File: src/rtl/nmea_pkg.sv
// Shared types and helpers for the NMEA position front end: parser states,
// ASCII constants, accumulator width and small character helpers.
package nmea_pkg;

  localparam int ACC_W = 28;

  typedef enum logic [3:0] {
    S_IDLE, S_TALKER, S_TIME, S_STATUS, S_LAT, S_LAT_HEM,
    S_LON, S_LON_HEM, S_TAIL, S_CK_HI, S_CK_LO, S_MAP
  } state_e;

  localparam logic [7:0] ASC_DOLLAR = 8'h24;
  localparam logic [7:0] ASC_COMMA  = 8'h2C;
  localparam logic [7:0] ASC_STAR   = 8'h2A;
  localparam logic [7:0] ASC_DOT    = 8'h2E;
  localparam logic [7:0] ASC_CR     = 8'h0D;
  localparam logic [7:0] ASC_LF     = 8'h0A;

  // Fixed loop bound keeps this a constant mux when e is not elaboration-time.
  function automatic logic [ACC_W-1:0] pow10(input int e);
    logic [ACC_W-1:0] r;
    r = ACC_W'(1);
    for (int i = 0; i < 10; i++) begin
      if (i < e) r = r * ACC_W'(10);
    end
    return r;
  endfunction

  function automatic logic is_hex(input logic [7:0] c);
    return (c >= 8'h30 && c <= 8'h39) || (c >= 8'h41 && c <= 8'h46) ||
           (c >= 8'h61 && c <= 8'h66);
  endfunction

  function automatic logic [3:0] hex_val(input logic [7:0] c);
    return (c <= 8'h39) ? c[3:0] : c[3:0] + 4'd9;
  endfunction

endpackage

File: src/rtl/pos_to_map.sv
// Map stage: fixed-point minutes to saturated pixel coordinates, one register stage.
// Outputs update and pos_valid_o pulses the cycle after go_i.
module pos_to_map
  import nmea_pkg::*;
#(
  parameter int COORD_W = 9,
  parameter int MAP_W   = 320,
  parameter int MAP_H   = 240,
  parameter int LAT0    = 18350000,
  parameter int LON0    = 68610000,
  parameter int SHIFT   = 6
) (
  input  logic               clk,
  input  logic               rst,
  input  logic               go_i,
  input  logic [ACC_W-1:0]   lat_i,
  input  logic [ACC_W-1:0]   lon_i,
  output logic [COORD_W-1:0] m_o,
  output logic [COORD_W-1:0] n_o,
  output logic               in_region_o,
  output logic               pos_valid_o
);

  localparam logic signed [ACC_W:0] LAT0_S = (ACC_W+1)'(LAT0);
  localparam logic signed [ACC_W:0] LON0_S = (ACC_W+1)'(LON0);
  localparam logic signed [ACC_W:0] MAPW_S = (ACC_W+1)'(MAP_W);
  localparam logic signed [ACC_W:0] MAPH_S = (ACC_W+1)'(MAP_H);

  logic signed [ACC_W:0] dx, dy, mx, ny;
  logic                  in_m, in_n;
  logic [COORD_W-1:0]    m_d, n_d, m_q, n_q;
  logic                  in_q, pv_q;

  always_comb begin
    dx   = $signed({1'b0, lon_i}) - LON0_S;
    dy   = LAT0_S - $signed({1'b0, lat_i});
    mx   = dx >>> SHIFT;
    ny   = dy >>> SHIFT;
    in_m = !mx[ACC_W] && (mx < MAPW_S);
    in_n = !ny[ACC_W] && (ny < MAPH_S);
    if (mx[ACC_W])  m_d = '0;
    else if (!in_m) m_d = COORD_W'(MAP_W - 1);
    else            m_d = mx[COORD_W-1:0];
    if (ny[ACC_W])  n_d = '0;
    else if (!in_n) n_d = COORD_W'(MAP_H - 1);
    else            n_d = ny[COORD_W-1:0];
  end

  always_ff @(posedge clk or posedge rst) begin
    if (rst) begin
      m_q  <= '0;
      n_q  <= '0;
      in_q <= 1'b0;
      pv_q <= 1'b0;
    end else begin
      pv_q <= go_i;
      if (go_i) begin
        m_q  <= m_d;
        n_q  <= n_d;
        in_q <= in_m && in_n;
      end
    end
  end

  assign m_o         = m_q;
  assign n_o         = n_q;
  assign in_region_o = in_q;
  assign pos_valid_o = pv_q;

endmodule

File: src/rtl/nmea_pos_mapper.sv
// $GxRMC parser feeding pos_to_map; m/n update 2 cycles after the committing LF.
// Optional checksum verification under NMEA_CKSUM_EN; one byte per cycle, no backpressure.
module nmea_pos_mapper
  import nmea_pkg::*;
#(
  parameter int FRAC_DIGITS = 4,
  parameter int COORD_W     = 9,
  parameter int MAP_W       = 320,
  parameter int MAP_H       = 240,
  parameter int LAT0        = 18350000,
  parameter int LON0        = 68610000,
  parameter int SHIFT       = 6
) (
  input  logic               clk,
  input  logic               rst,
  input  logic [7:0]         rx_data,
  input  logic               rx_valid,
  output logic [COORD_W-1:0] m,
  output logic [COORD_W-1:0] n,
  output logic               in_region,
  output logic               fix_valid,
  output logic               pos_valid,
  output logic               frame_err
);

  state_e           state_q;
  logic [2:0]       cnt_q, icnt_q;
  logic [4:0]       fcnt_q;
  logic             dot_q, status_a_q, lat_ok_q, lon_ok_q, fix_q, ferr_q;
  logic [ACC_W-1:0] deg_q, min_q, frac_q, lat_q, lon_q;
  logic [7:0]       ck_q;
  logic [3:0]       ck_hi_q;

  logic             is_dig, talk_ok, fld_end_ok, fld_full, commit_ok, in_ck_span;
  logic [2:0]       degd;
  logic [ACC_W-1:0] dig, fld_val;

  always_comb begin
    is_dig     = (rx_data >= 8'h30) && (rx_data <= 8'h39);
    dig        = ACC_W'(rx_data[3:0]);
    degd       = (state_q == S_LON) ? 3'd3 : 3'd2;
    fld_full   = (icnt_q != 3'd0) || dot_q;
    fld_end_ok = dot_q || (icnt_q == 3'd0) || (icnt_q == degd + 3'd2);
    fld_val    = (deg_q * ACC_W'(60) + min_q) * pow10(FRAC_DIGITS) +
                 frac_q * pow10(FRAC_DIGITS - int'(fcnt_q));
    commit_ok  = status_a_q && lat_ok_q && lon_ok_q;
    in_ck_span = (state_q inside {S_TALKER, S_TIME, S_STATUS, S_LAT, S_LAT_HEM,
                                  S_LON, S_LON_HEM, S_TAIL}) && (rx_data != ASC_STAR);
    case (cnt_q)
      3'd0:    talk_ok = (rx_data == 8'h47);
      3'd1:    talk_ok = 1'b1;
      3'd2:    talk_ok = (rx_data == 8'h52);
      3'd3:    talk_ok = (rx_data == 8'h4D);
      3'd4:    talk_ok = (rx_data == 8'h43);
      default: talk_ok = (rx_data == ASC_COMMA);
    endcase
  end

  always_ff @(posedge clk or posedge rst) begin
    if (rst) begin
      state_q <= S_IDLE;
      cnt_q <= '0; icnt_q <= '0; fcnt_q <= '0; dot_q <= 1'b0;
      deg_q <= '0; min_q <= '0; frac_q <= '0; lat_q <= '0; lon_q <= '0;
      status_a_q <= 1'b0; lat_ok_q <= 1'b0; lon_ok_q <= 1'b0;
      ck_q <= '0; ck_hi_q <= '0; fix_q <= 1'b0; ferr_q <= 1'b0;
    end else begin
      ferr_q <= 1'b0;
      if (state_q == S_MAP) state_q <= S_IDLE;
      // Field accumulators are only live inside LAT/LON; start each field clean.
      if (!(state_q inside {S_LAT, S_LON})) begin
        icnt_q <= '0; fcnt_q <= '0; dot_q <= 1'b0;
        deg_q <= '0; min_q <= '0; frac_q <= '0;
      end
      if (rx_valid) begin
        if (rx_data == ASC_DOLLAR) begin
          state_q <= S_TALKER;
          cnt_q <= '0; ck_q <= '0;
          status_a_q <= 1'b0; lat_ok_q <= 1'b0; lon_ok_q <= 1'b0;
        end else begin
          if (in_ck_span) ck_q <= ck_q ^ rx_data;
          case (state_q)
            S_TALKER: begin
              cnt_q <= cnt_q + 3'd1;
              if (!talk_ok)            state_q <= S_IDLE;
              else if (cnt_q == 3'd5)  state_q <= S_TIME;
            end
            S_TIME:   if (rx_data == ASC_COMMA) state_q <= S_STATUS;
            S_STATUS: begin
              if (rx_data == ASC_COMMA) state_q <= S_LAT;
              else status_a_q <= (rx_data == 8'h41);
            end
            S_LAT, S_LON: begin
              if (rx_data == ASC_COMMA) begin
                if (!fld_end_ok) begin
                  ferr_q <= 1'b1; state_q <= S_IDLE;
                end else if (state_q == S_LAT) begin
                  lat_q <= fld_val; lat_ok_q <= fld_full; state_q <= S_LAT_HEM;
                end else begin
                  lon_q <= fld_val; lon_ok_q <= fld_full; state_q <= S_LON_HEM;
                end
              end else if (rx_data == ASC_DOT) begin
                if (dot_q || icnt_q != degd + 3'd2) begin
                  ferr_q <= 1'b1; state_q <= S_IDLE;
                end else dot_q <= 1'b1;
              end else if (!is_dig || (!dot_q && icnt_q == degd + 3'd2)) begin
                ferr_q <= 1'b1; state_q <= S_IDLE;
              end else if (dot_q) begin
                if (int'(fcnt_q) < FRAC_DIGITS) begin
                  frac_q <= frac_q * ACC_W'(10) + dig;
                  fcnt_q <= fcnt_q + 5'd1;
                end
              end else begin
                if (icnt_q < degd) deg_q <= deg_q * ACC_W'(10) + dig;
                else               min_q <= min_q * ACC_W'(10) + dig;
                icnt_q <= icnt_q + 3'd1;
              end
            end
            S_LAT_HEM: begin
              if (rx_data == ASC_COMMA) state_q <= S_LON;
              else if (rx_data != 8'h4E) begin ferr_q <= 1'b1; state_q <= S_IDLE; end
            end
            S_LON_HEM: begin
              if (rx_data == ASC_COMMA) state_q <= S_TAIL;
              else if (rx_data != 8'h45) begin ferr_q <= 1'b1; state_q <= S_IDLE; end
            end
            S_TAIL: begin
`ifdef NMEA_CKSUM_EN
              if (rx_data == ASC_LF) begin
                ferr_q <= 1'b1; state_q <= S_IDLE;
              end else if (rx_data == ASC_STAR) state_q <= S_CK_HI;
`else
              if (rx_data == ASC_LF) begin
                fix_q   <= commit_ok;
                state_q <= commit_ok ? S_MAP : S_IDLE;
              end
`endif
            end
            S_CK_HI: begin
              if (is_hex(rx_data)) begin
                ck_hi_q <= hex_val(rx_data); cnt_q <= '0; state_q <= S_CK_LO;
              end else begin
                ferr_q <= 1'b1; state_q <= S_IDLE;
              end
            end
            S_CK_LO: begin
              if (cnt_q == 3'd0) begin
                if (!is_hex(rx_data) || {ck_hi_q, hex_val(rx_data)} != ck_q) begin
                  ferr_q <= 1'b1; state_q <= S_IDLE;
                end else cnt_q <= 3'd1;
              end else if (rx_data == ASC_LF) begin
                fix_q   <= commit_ok;
                state_q <= commit_ok ? S_MAP : S_IDLE;
              end
            end
            default: ;
          endcase
        end
      end
    end
  end

  pos_to_map #(
    .COORD_W(COORD_W), .MAP_W(MAP_W), .MAP_H(MAP_H),
    .LAT0(LAT0), .LON0(LON0), .SHIFT(SHIFT)
  ) u_map (
    .clk(clk), .rst(rst), .go_i(state_q == S_MAP),
    .lat_i(lat_q), .lon_i(lon_q),
    .m_o(m), .n_o(n), .in_region_o(in_region), .pos_valid_o(pos_valid)
  );

  assign fix_valid = fix_q;
  assign frame_err = ferr_q;

endmodule

File: config.mk
export PLATFORM = sky130hd
export DESIGN_NAME = nmea_pos_mapper
export DESIGN_NICKNAME = d
export VERILOG_FILES = /design/src/rtl/nmea_pkg.sv /design/src/rtl/pos_to_map.sv /design/src/rtl/nmea_pos_mapper.sv
export SDC_FILE = /design/constraint.sdc
export NUM_CORES = 2
export LEC_CHECK = 0
export BUFFER_PORTS_ARGS = -buffer_cell sky130_fd_sc_hd__buf_2
export CAP_MARGIN = 20
export CORE_MARGIN = 2
export CORE_UTILIZATION = 62
export CTS_CLUSTER_DIAMETER = 50
export DETAILED_ROUTE_END_ITERATION = 8
export PLACE_DENSITY = 0.78
export SLEW_MARGIN = 20
export SYNTH_ARGS = -nofsm -noshare
export SYNTH_HDL_FRONTEND = slang
export SYNTH_SLANG_ARGS = --single-unit
File: constraint.sdc
create_clock -name clk -period 29.4 [get_ports clk]
set_clock_uncertainty 0.1 [all_clocks]
set_input_delay 2.94 -clock clk [delete_from_list [all_inputs] [get_ports clk]]
set_output_delay 2.94 -clock clk [all_outputs]
set_load 0.05 [all_outputs]
## After elaboration in Yosys (flattened, before gate mapping)

Cells that the tools add are included.

| cells by class | value |
|---|---|
| bitwise logic cells | 3 |
| reduce and logical (&&, ||, !) cells | 46 |
| equality and inequality tests | 37 |
| order comparisons | 20 |
| muxes and demuxes | 129 |
| add/sub/neg operators | 13 |
| multipliers | 15 |

Operators with widths:

| cell | count |
|---|---|
| 28-bit 2-to-1 mux | 36 |
| 28-bit by 3-bit multiplier with 27-bit output (second input constant) | 12 |
| 4-bit 2-to-1 mux | 22 |
| 28-bit by 4-bit adder with 28-bit output | 3 |
| 28-bit adder | 2 |
| 5-bit 2-to-1 mux | 9 |
| 8-bit by 7-bit == test with 1-bit output (second input constant) | 5 |
| 3-bit 2-to-1 mux | 13 |
| 1-bit 2-to-1 mux | 37 |
| 9-bit 2-to-1 mux | 4 |
| 4-bit one-hot mux with 9 select lines | 1 |
| 25-bit by 28-bit subtractor with 29-bit output (first input constant) | 1 |
| 28-bit by 27-bit subtractor with 29-bit output (second input constant) | 1 |
| 28-bit by 10-bit multiplier with 24-bit output (second input constant) | 1 |
| 28-bit by 28-bit multiplier with 28-bit output | 1 |
| 28-bit by 4-bit multiplier with 26-bit output (second input constant) | 1 |
| 8-bit by 6-bit == test with 1-bit output (second input constant) | 3 |
| 4-bit by 6-bit < comparator with 1-bit output (first input constant) | 4 |
| 23-bit by 10-bit < comparator with 1-bit output (second input constant) | 1 |
| 23-bit by 9-bit < comparator with 1-bit output (second input constant) | 1 |
| 4-bit by 3-bit == test with 1-bit output (second input constant) | 4 |
| 4-bit == test (second input constant) | 4 |
| 8-bit by 7-bit greater-or-equal comparator with 1-bit output (second input constant) | 2 |
| 8-bit by 7-bit less-or-equal comparator with 1-bit output (second input constant) | 2 |
| 48 further kinds | 93 |

| storage, ports and cells | value |
|---|---|
| bits of input ports | 11 |
| output and inout port bits | 22 |
| register bits after elaboration | 193 |

## Logic depth before layout (Yosys ltp)

| logic depth | value |
|---|---|
| depth after elaboration | 23 |
| mapped depth | 96 |

## Modules after synthesis

Synthesis repeated with hierarchy kept, for this count alone.

| unflattened totals | value |
|---|---|
| cells, all modules | 4913 |
| area, all modules | 40747.8 um2 |

By module, submodules not included:

| module | area each (um2) | seq. area each (um2) | cells each | instances |
|---|---|---|---|---|
| nmea_pos_mapper | 39142.5 | 4078.9 | 4734 | 1 |
| pos_to_map | 1605.3 | 500.5 | 179 | 1 |

## Worst setup path before layout

No wires, ideal clock.

| timing | value |
|---|---|
| path type | register to register |
| start | register fcnt_q[0] |
| end | register lat_q[27] |
| clock period less this slack | 20.449 ns |
| path slack | 8.951 ns |
| data arrival time | 20.224 ns |
| stages on the path, launching flop included | 93 |
| path through | dfrtp_1 -> buf_2 -> inv_1 -> ha_1 -> nor4b_4 -> o21ai_2 -> nand2_1 -> inv_1 -> clkbuf_1 -> clkbuf_1 -> nand2_1 -> nand2_1 -> ha_1 -> ha_1 -> inv_1 -> fa_1 -> mux2i_1 -> ha_1 -> [... 57 more ...] -> inv_1 -> fa_1 -> xnor2_1 -> xnor2_1 -> xnor2_1 -> xnor2_1 -> xnor3_1 -> xnor2_1 -> xnor2_1 -> xnor3_1 -> xnor3_1 -> xnor3_1 -> xnor2_1 -> xnor3_1 -> xnor3_1 -> xnor2_1 -> xnor2_1 -> mux2_2 |

| on the way | value |
|---|---|
| word-level cells in the longest chain between the ends | 23 |

Ends and longest elaborated chain:

| item | line | text |
|---|---|---|
| start: declaration | nmea_pos_mapper.sv:28 | `logic [4:0] fcnt_q;` |
| start signal: assignment | nmea_pos_mapper.sv:110 | `fcnt_q <= fcnt_q + 5'd1;` |
| 3-bit by 5-bit subtractor with 6-bit output * | nmea_pos_mapper.sv:45 | `frac_q * pow10(FRAC_DIGITS - int'(fcnt_q));` |
| 1-bit by 6-bit < comparator with 1-bit output | nmea_pkg.sv:24 | `if (i < e) r = r * ACC_W'(10);` |
| 4-bit 2-to-1 mux | nmea_pkg.sv:24 |  |
| 28-bit by 3-bit multiplier with 27-bit output | nmea_pkg.sv:24 |  |
| 28-bit 2-to-1 mux | nmea_pkg.sv:24 |  |
| 28-bit by 3-bit multiplier with 27-bit output | nmea_pkg.sv:24 |  |
| 28-bit 2-to-1 mux | nmea_pkg.sv:24 |  |
| 28-bit by 3-bit multiplier with 27-bit output | nmea_pkg.sv:24 |  |
| [... 7 more ...] | -- |  |
| 28-bit by 3-bit multiplier with 27-bit output | nmea_pkg.sv:24 |  |
| 28-bit 2-to-1 mux | nmea_pkg.sv:24 |  |
| 28-bit by 3-bit multiplier with 27-bit output | nmea_pkg.sv:24 |  |
| 28-bit 2-to-1 mux | nmea_pkg.sv:24 |  |
| 28-bit by 3-bit multiplier with 27-bit output | nmea_pkg.sv:24 |  |
| 28-bit 2-to-1 mux * | nmea_pkg.sv:24 |  |
| 28-bit by 28-bit multiplier with 28-bit output * | nmea_pos_mapper.sv:45 |  |
| 28-bit adder * | nmea_pos_mapper.sv:44 | `fld_val = (deg_q * ACC_W'(60) + min_q) * pow10(FRAC_DIGITS) +` |
| end signal: assignment | nmea_pos_mapper.sv:63 | `deg_q <= '0; min_q <= '0; frac_q <= '0; lat_q <= '0; lon_q <= '0;` |
| end signal: assignment | nmea_pos_mapper.sv:97 | `lat_q <= fld_val; lat_ok_q <= fld_full; state_q <= S_LAT_HEM;` |
| end: declaration | nmea_pos_mapper.sv:30 | `logic [ACC_W-1:0] deg_q, min_q, frac_q, lat_q, lon_q;` |

Every way passes the cells marked *; elsewhere a longest branch is shown, timed or not.
A chain may end at the register's enable or synchronous reset.

## Worst setup path in the final report

Same ends and word-level chain as after synthesis.

==> metrics.yaml <==
dr_wl_met3_um: 7490
synth_top_area_share_pct: 21.6
outcome: "finished, final reports clean"
wl_met2_um: 46600
min_period_ns: 23.09
setup_viol: 0
hold_depth: 2
slowest_delay_ns: 0.78
holdCritPathClass: "flip-flop to flip-flop"
power_w: 0.000702
worstHoldStart: "lat_q[16]$_DFFE_PP0P_"
hpwl_um: 82900
r2r_slack_ns: 6.31
die_y_um: 256
start_kind: "flip-flop"
cp.arrival_ns: 23.37
worst_slew_pin_slew_ns: 0.975
crit_fanout: 23
syn_avg_cell_area_um2: 8.32
drt.antenna.violating_nets: 0
grt_pass1_vias: 32656
regArea_um2: 4480
grt_usage_pct: 32.2
grt_pass1_wl_um: 169000
max_freq_mhz: 43.3
avgRoutedWirePerCell_um: 18.7
grt_max_degree: 109
insertion_delay_ns: 0.50
synth-async-reset-ratio_pct: 100
finalSetupTns_ns: 0
fin_area_um2: 41000
drtIter0Drc: 2713
nNetsFinal: 5710
h-tree-depth: 4
drive_above_1_share_pct: 3.55
dr.pass1.iters: 6
place.gp.congestion: 0.945
synth_edf_count: 0
path_buf_inv: 9
vias: 32867
worstSetupEndpointType: "flip-flop"
ir_worst_vdd_v: 0.0000450
synthesis.nets: 5765
highest_layer: "met4"
initial_core_util_pct: 62.5
die_area_um2: 65400
final-hold-violation-count: 0
yosysWarnings: 0
grt_overflow: 0
cts_tree: "built"
synth_top_cell_by_area: "fa_1"
cts_buffers: 17
drt-met1-wl_um: 44200
yosys-top-cells-area: "fa_1, ha_1, dfrtp_1"
area_growth_pct: 4.23
grt_antenna_before_repair: 1
core_um2: 62900
period_share_pct: 78.5
synthCells: 4724
route.detailed.drc: 0
cts_root_buffer: "clkbuf_16"
power_density_nw_per_um2: 17.2
dpl_cell_area_um2: 40300
io_buffer_count: 32
io_pins: 33
yosysUniqueCellTypes: 85
wl_um: 104000
maxCapViolations: 0
synth_ff_type: "dfrtp_1"
p_leak_nw: 21.5
ys_seq_elements: 179
pre_cts_ws_ns: 6.58
cts_hold_buf: 0
syn_area_um2: 39300
whs_ns: 0.383
finalMaxSlewViolations: 0
path_clk_slew_ns: 0.09
slowest_stage: "ha_1"
synth.yosys.seq_area_share_pct: 11.4
rows: 92
hold_path_end: "lat_q[16]$_DFFE_PP0P_"
post_cts_resized: 0
r2r_start: "fcnt_q[0]$_DFF_PP0_"
dieWidth_um: 256
vias_per_cell: 5.94
setup_ws_ns: 6.31
clkSinkCount: 179
post_cts_buffers: 0
path_common_cell: "ha_1"
required_ns: 29.68
path_class: "flip-flop to flip-flop"
r2r_cells: 89
fillers: 5343
rr_endpoint: "lat_q[27]$_DFFE_PP0P_"
clockBufferDepth: 2
slew_headroom_pct: 33.3
multiInputGateArea_um2: 31700
rsz0062_at_grt: "no"
crit_family: "adder cells"
## power breakdown
part / leakage (nW) / total, W / switching [W] / internal [W]
Clock: 0.306 / 0.000256 / 0.000137 / 0.000119
Sequential: 2.46 / 0.000287 / 0.0000240 / 0.000263
Combinational: 18.8 / 0.000160 / 0.000107 / 0.0000529
## flip-flops by register name, indices dropped and copies added (netlist names), 3 cells and up
register / cells
u_map.n_o: 9
lat_q: 28
u_map.m_o: 9
cnt_q: 3
min_q: 24
state_q: 4
icnt_q: 3
lon_q: 24
frac_q: 28
ck_hi_q: 4
fcnt_q: 5
deg_q: 22
ck_q: 8
## cell families (layout without fill, tap and decap cells)
logic type / count (synthesis) / count (layout) / share of synthesized area (%)
AND/OR/NAND/NOR: 1373 / 1373 / 16.1
flip-flops: 179 / 179 / 11.4
adder cells (fa/ha/maj): 1030 / 1030 / 40.9
AO/OA/AOI/OAI: 909 / 909 / 14.5
other: 0 / 1 / 0
XOR/XNOR: 367 / 367 / 8.46
buffers and inverters: 843 / 801 / 8.09
multiplexers: 23 / 23 / 0.634
## synthesized netlist by cell type (35+ instances only)
cell / n
clkbuf_1: 131
o21a_1: 40
xor2_1: 125
a21oi_1: 189
a21o_1: 74
nand3_1: 63
dfrtp_1: 179
nor2_1: 279
nor2b_1: 56
xnor2_1: 234
o21ai_0: 307
a21boi_0: 35
inv_1: 690
ha_1: 606
fa_1: 424
nor3_1: 77
and2_1: 90
a211oi_1: 42
nand2_1: 602
and3_1: 62
## metrics by stage
stage	std cells	utilization [%]
global placement	5495	64.1
global route	5529	65.2
floorplan	4724	-
CTS	5527	65.1
finish	5529	65.2
detailed placement	5495	64.1
## cell usage in the layout, fill, tap and decap left out, types with 62 or more instances in the layout
cell type	Yosys	layout
inv_1	690	689
ha_1	606	606
nand2_1	602	601
fa_1	424	424
o21ai_0	307	306
nor2_1	279	276
xnor2_1	234	234
a21oi_1	189	189
dfrtp_1	179	179
xor2_1	125	125
and2_1	90	90
nor3_1	77	77
a21o_1	74	74
and3_1	62	62
## layer usage
metal | track usage, % | vias up
met5 | 0 | -
met1 | 43.7 | 15872
met2 | 51.3 | 1235
met4 | 14.9 | 0
met3 | 4.33 | 246
li1 | - | 15514
## how the worst max path moves through the flow
| stage | start | endpoint | depth (start not counted) |
|---|---|---|---|
| 2_1_floorplan | fcnt_q[0]$_DFF_PP0_ | lat_q[27]$_DFFE_PP0P_ | 92 |
| 3_3_place_gp | fcnt_q[0]$_DFF_PP0_ | lat_q[27]$_DFFE_PP0P_ | 91 |
| 3_5_place_dp | fcnt_q[0]$_DFF_PP0_ | lon_q[27]$_DFFE_PP0P_ | 89 |
| 4_1_cts | fcnt_q[0]$_DFF_PP0_ | lat_q[27]$_DFFE_PP0P_ | 89 |
| 5_1_grt | fcnt_q[0]$_DFF_PP0_ | lat_q[27]$_DFFE_PP0P_ | 89 |
| 6_report | fcnt_q[0]$_DFF_PP0_ | lat_q[27]$_DFFE_PP0P_ | 89 |
## layout make-up
cell class	instances	area share, %
clock buffers	17	1.04
repair buffers	76	1.20
multi-input cells	3702	77.3
well taps	846	2.58
clock inverters	15	0.522
inverters	693	6.37
diodes	1	0.00611
flip-flops and latches	179	10.9
## tightest hold or removal path, delay by kind of cell, from the launching register on
family	cells	cell delay [ns]
flip-flops	1	0.35
AO/OA/AOI/OAI	1	0.06
AND/OR/NAND/NOR	1	0.04
(Power assumes the default switching activity.)
